[src/rtl/seq_csa_multiplier.sv]
// Iterative carry-save multiplier with valid/ready handshakes and a runtime signed/unsigned mode.
// Optional macro SEQ_CSA_MULT_EARLY_TERM_EN: leave RUN as soon as the remaining multiplier bits are zero.
module seq_csa_multiplier #(
  parameter int parallelism    = 8,
  parameter int BITS_PER_CYCLE = 1
) (
  input  logic                       clk,
  input  logic                       rst,
  input  logic                       in_valid,
  output logic                       in_ready,
  input  logic                       is_signed,
  input  logic [parallelism-1:0]     multiplier,
  input  logic [parallelism-1:0]     multiplicand,
  output logic                       out_valid,
  input  logic                       out_ready,
  output logic [2*parallelism-1:0]   product
);

  localparam int W  = 2 * parallelism;
  localparam int N  = parallelism / BITS_PER_CYCLE;
  localparam int CW = $clog2(N + 1);

  if ((parallelism % BITS_PER_CYCLE) != 0) begin : g_bad_cfg
    $error("seq_csa_multiplier: BITS_PER_CYCLE must divide parallelism");
  end

  typedef enum logic [1:0] {
    IDLE    = 2'd0,
    RUN     = 2'd1,
    RESOLVE = 2'd2,
    DONE    = 2'd3
  } state_t;

  state_t                 state_q, state_d;
  logic [parallelism-1:0] mpr_q, mpr_d;
  logic [parallelism-1:0] mcand_q, mcand_d;
  logic [W-1:0]           sum_q, sum_d;
  logic [W-1:0]           carry_q, carry_d;
  logic [CW-1:0]          count_q, count_d;
  logic                   neg_q, neg_d;
  logic [W-1:0]           product_q, product_d;
  logic                   out_valid_q, out_valid_d;
  logic                   in_ready_q, in_ready_d;

  logic [W-1:0]           step_sum_s, step_carry_s, resolved_s;

  // Magnitude of a two's-complement operand; the most negative value maps onto itself as unsigned.
  function automatic logic [parallelism-1:0] mag(input logic [parallelism-1:0] v, input logic sgn);
    if (sgn && v[parallelism-1]) begin
      mag = -v;
    end else begin
      mag = v;
    end
  endfunction

  // One RUN cycle: fold BITS_PER_CYCLE partial products into sum/carry through chained 3:2 compressors.
  always_comb begin
    step_sum_s   = sum_q;
    step_carry_s = carry_q;
    for (int j = 0; j < BITS_PER_CYCLE; j++) begin
      logic [W-1:0] pp, s_old, c_old;
      pp    = mpr_q[j] ? ({{parallelism{1'b0}}, mcand_q} << (int'(count_q) * BITS_PER_CYCLE + j))
                       : {W{1'b0}};
      s_old = step_sum_s;
      c_old = step_carry_s;
      step_sum_s   = s_old ^ c_old ^ pp;
      step_carry_s = ((s_old & c_old) | (s_old & pp) | (c_old & pp)) << 1;
    end
  end

  // Final carry-propagate add with optional sign restore.
  always_comb begin
    resolved_s = sum_q + carry_q;
    if (neg_q) begin
      resolved_s = -(sum_q + carry_q);
    end else begin
      resolved_s = sum_q + carry_q;
    end
  end

  // Next-state and datapath update for the handshake FSM.
  always_comb begin
    state_d     = state_q;
    mpr_d       = mpr_q;
    mcand_d     = mcand_q;
    sum_d       = sum_q;
    carry_d     = carry_q;
    count_d     = count_q;
    neg_d       = neg_q;
    product_d   = product_q;
    out_valid_d = out_valid_q;
    in_ready_d  = in_ready_q;
    case (state_q)
      IDLE: begin
        if (in_valid) begin
          mpr_d      = mag(multiplier, is_signed);
          mcand_d    = mag(multiplicand, is_signed);
          neg_d      = is_signed & (multiplier[parallelism-1] ^ multiplicand[parallelism-1]);
          sum_d      = {W{1'b0}};
          carry_d    = {W{1'b0}};
          count_d    = {CW{1'b0}};
          state_d    = RUN;
          in_ready_d = 1'b0;
        end else begin
          in_ready_d = 1'b1;
        end
      end
      RUN: begin
`ifdef SEQ_CSA_MULT_EARLY_TERM_EN
        if (mpr_q == {parallelism{1'b0}}) begin
          state_d = RESOLVE;
        end else begin
          sum_d   = step_sum_s;
          carry_d = step_carry_s;
          mpr_d   = mpr_q >> BITS_PER_CYCLE;
          count_d = count_q + CW'(1);
          if (count_q == CW'(N - 1)) begin
            state_d = RESOLVE;
          end else begin
            state_d = RUN;
          end
        end
`else
        sum_d   = step_sum_s;
        carry_d = step_carry_s;
        mpr_d   = mpr_q >> BITS_PER_CYCLE;
        count_d = count_q + CW'(1);
        if (count_q == CW'(N - 1)) begin
          state_d = RESOLVE;
        end else begin
          state_d = RUN;
        end
`endif
      end
      RESOLVE: begin
        product_d   = resolved_s;
        out_valid_d = 1'b1;
        state_d     = DONE;
      end
      DONE: begin
        if (out_ready) begin
          out_valid_d = 1'b0;
          in_ready_d  = 1'b1;
          state_d     = IDLE;
        end else begin
          state_d = DONE;
        end
      end
      default: begin
        state_d     = IDLE;
        out_valid_d = 1'b0;
        in_ready_d  = 1'b1;
      end
    endcase
  end

  // State and output registers.
  always_ff @(posedge clk or posedge rst) begin
    if (rst) begin
      state_q     <= IDLE;
      mpr_q       <= {parallelism{1'b0}};
      mcand_q     <= {parallelism{1'b0}};
      sum_q       <= {W{1'b0}};
      carry_q     <= {W{1'b0}};
      count_q     <= {CW{1'b0}};
      neg_q       <= 1'b0;
      product_q   <= {W{1'b0}};
      out_valid_q <= 1'b0;
      in_ready_q  <= 1'b1;
    end else begin
      state_q     <= state_d;
      mpr_q       <= mpr_d;
      mcand_q     <= mcand_d;
      sum_q       <= sum_d;
      carry_q     <= carry_d;
      count_q     <= count_d;
      neg_q       <= neg_d;
      product_q   <= product_d;
      out_valid_q <= out_valid_d;
      in_ready_q  <= in_ready_d;
    end
  end

  assign in_ready  = in_ready_q;
  assign out_valid = out_valid_q;
  assign product   = product_q;

endmodule
[config.mk]
export PLATFORM = sky130hd
export DESIGN_NAME = seq_csa_multiplier
export DESIGN_NICKNAME = d
export VERILOG_FILES = /design/src/rtl/seq_csa_multiplier.sv
export SDC_FILE = /design/constraint.sdc
export NUM_CORES = 1
export LEC_CHECK = 0
export CELL_PAD_IN_SITES_DETAIL_PLACEMENT = 1
export CELL_PAD_IN_SITES_GLOBAL_PLACEMENT = 1
export CORE_MARGIN = 2
export CORE_UTILIZATION = 45
export CTS_BUF_LIST = sky130_fd_sc_hd__clkbuf_8
export CTS_CLUSTER_SIZE = 25
export DETAILED_ROUTE_END_ITERATION = 16
export MAX_ROUTING_LAYER = met4
export PLACE_DENSITY_LB_ADDON = 0.1
export SLEW_MARGIN = 20
export SYNTH_ARGS = -nofsm -noshare
export SYNTH_HDL_FRONTEND = slang
export SYNTH_SLANG_ARGS = --single-unit
[constraint.sdc]
create_clock -name clk -period 3.55 [get_ports clk]
set_clock_uncertainty 0.05 [all_clocks]
set_input_delay 1.065 -clock clk [delete_from_list [all_inputs] [get_ports clk]]
set_output_delay 1.065 -clock clk [all_outputs]
set_load 0.05 [all_outputs]
==> impl_metrics.ini <==
[run_status]
status = finished, final reports clean

[run]
drv_cap = 0

[timing]
setup_viol_count_final = 0
rsz0062_at_grt = false
period_minus_slack_ps = 3330
fin_hold_ws_ps = 431
hold_violations = 0
finalMaxSlewViolations = 0
fin_setup_tns_ps = 0
slew_headroom = 0.367
fmax_ghz = 0.300
period_share = 0.939
worst_pin_slew_ps = 948

[critical_path]
cp.arrival_ps = 3530
worstSetupPathType = register to register
worst-path-max-fanout = 4
cp-end-kind = register
path_common_cell = a21oi_1
worst_setup_path_start_kind = register
cpMaxStageDelayCell = or4b_4
worstPathRequired_ps = 3740
crit_family = compound AO/OA/AOI/OAI gates
max_stage_delay_ps = 600
path_cells = ha_1, inv_1, fa_1, nand2b_1, a21oi_1, o21a_1, a21oi_1, or4b_4, o31ai_4, mux2i_1, o22ai_1
path_buf_inv = 1

[place]
hpwl_mm = 9.34
routabilityCongestion = 0.890
io_buffer_count = 38

[layout]
area_delta_synth_final_pct = 14.1
drive_gt1_frac = 0.0864
num-nets-final = 653
diodes = 0
layout_common_cells = nand2_1 (80), o21ai_0 (72), dfrtp_1 (71)
layout_commonest_cell = nand2_1

[grt]
grt_pass1_wl_mm = 21.8
grt_max_degree = 47
grt_overflow = 0
grt_pass1_vias = 4441
track_usage = 0.222
antenna_found_initial = 0

[floorplan]
core_um2 = 10900
boundaryPins = 39
die_x_um = 110
die_y_um = 110
die-area_um2 = 12200
initial_core_util = 0.467
rows = 38

[detailed_routing]
wirelength_mm = 12.5
firstDrtPassIters = 4
vias = 4247
ant_nets = 0
drc = 0
wire_per_inst_um = 16.8
drt-initial-drc-count = 168
vias_per_cell = 5.72

[clock_tree]
cts.sinks = 72
cts_tree = yes
cts_max_level = 3
root_buffer = clkbuf_8
clk_latency_ps = 360
cts_made_buffers = 9
clk_path_buf_depth = 2
path_clk_slew_ps = 80

[synth]
ys_async_sr_fraction = 1.00
synth_edf_count = 0
syn-num-nets = 628
synthDistinctLibCells = 63
synth-seq-area-share = 0.353
synth_ff_type = dfrtp_1
ys_ff_latch = 72
syn_area_um2 = 5100
syn_area_per_cell_um2 = 8.90
yosys_warnings = 0
netlist_instances = 573

[hold_path]
hold_class = register to register

[power_and_ir_drop]
leakage_nw = 2.51
ir_drop_mv = 0.392
powerDensity_nw_per_um2 = 894
timing repair:
item | 4_1_cts | 5_1_grt
resized for setup | 0 | 1
hold buffers | 0 | 0
buffers inserted | 0 | 0
setup endpoints to repair | 0 | 2
where the power goes:
group,internal (W),switching [W]
sequential,0.00114,0.000350
clock,0.000478,0.000325
combinational,0.00111,0.00180
final timing paths:
path                                        startpoint                       to  slack (ps)  cells after the start
worst max-delay path              sum_q[1]$_DFFE_PP0P_  product[15]$_DFFE_PP0P_         220                     11
worst min-delay path            product[1]$_DFFE_PP0P_   product[1]$_DFFE_PP0P_         430                      2
worst max register to register    sum_q[1]$_DFFE_PP0P_  product[15]$_DFFE_PP0P_         220                     11
worst min register to register  product[1]$_DFFE_PP0P_   product[1]$_DFFE_PP0P_         430                      2
max in group asynchronous                          rst     sum_q[5]$_DFFE_PP0P_        1630                      3
min in group asynchronous                          rst   product[1]$_DFFE_PP0P_        1040                      2
through the flow:
stage | setup WS (ps) | instance area [um2] | std cells | util | total power (W)
global route | 25.8 | 5820 | 742 | 0.533 | 0.00565
floorplan | 519 | 5100 | 573 | - | 0.00363
CTS | 143 | 5820 | 742 | 0.532 | 0.00524
global placement | 337 | 5590 | 727 | 0.511 | 0.00427
detailed placement | 229 | 5590 | 727 | 0.511 | 0.00441
finish | 215 | 5820 | 742 | 0.533 | 0.00521
layout make-up:
| cell class | count | area (um2) |
|---|---|---|
| repair buffers | 47 | 448 |
| fillers | 1277 | 5110 |
| multi-input cells | 431 | 3020 |
| well taps | 140 | 175 |
| clock buffers | 10 | 138 |
| clock inverters | 5 | 97.6 |
| flip-flops and latches | 72 | 1800 |
| inverters | 37 | 139 |
flip-flops by register name (all words and copies together), names as in the netlist, 2 cells and up:
| register | flops |
|---|---|
| mpr_q | 8 |
| mcand_q | 8 |
| sum_q | 16 |
| product | 16 |
| carry_q | 15 |
| count_q | 4 |
| state_q | 2 |
synth_stat cells, types with 2 or more instances:
cell type	n	area, um2
o211a_1	4	40.0
or2_2	2	12.5
nor3b_1	4	30.0
a31oi_1	3	18.8
dfrtp_1	71	1780
mux2_2	9	101
a21oi_1	11	55.1
o2111ai_1	2	17.5
xnor2_1	14	123
clkbuf_1	28	105
ha_1	19	238
xor2_1	16	140
a22oi_1	7	52.6
nand2b_1	9	56.3
buf_1	2	7.51
o211ai_1	6	45.0
o21ai_0	72	360
a211oi_4	2	40.0
a22o_1	2	17.5
fa_1	15	300
nor2_1	22	82.6
inv_1	37	139
and3_1	5	31.3
o21ai_1	2	10.0
buf_6	2	22.5
nand3_1	36	180
o311ai_2	2	32.5
and2_1	3	18.8
o21a_1	4	30.0
o31ai_1	7	52.6
nand2_1	80	300
nand4_1	2	12.5
mux2i_1	14	140
nor3_1	7	35.0
or3_1	7	43.8
a2111oi_0	3	26.3
a21o_1	5	37.5
o22ai_1	5	31.3
a311o_1	2	20.0
nor2b_1	7	43.8
cell families (layout without fill, tap and decap cells):
logic type | Yosys count | after routing | synth area share
and+or+nand+nor | 191 | 191 | 0.181
muxes | 23 | 23 | 0.0473
adders and majority gates | 34 | 34 | 0.105
AOI/OAI and AO/OA | 152 | 152 | 0.203
xor gates and xnor gates | 31 | 31 | 0.0547
buffers and inverters | 70 | 99 | 0.0547
DFF | 72 | 72 | 0.353
per-layer routing:
metal	wire [um]	vias to the layer above	global-route usage
met2	6370	58	0.375
met1	5630	2120	0.274
met5	0	-	-
li1	-	2056	-
met4	154	0	0.0733
met3	319	13	0.0313
worst reg2reg max path: stages (launching register included):
cell,delay (ps)
dfrtp_1,410
ha_1,240
inv_1,70
fa_1,390
nand2b_1,220
a21oi_1,260
o21a_1,270
a21oi_1,120
or4b_4,600
o31ai_4,280
mux2i_1,230
o22ai_1,90
(Power assumes the default switching activity.)
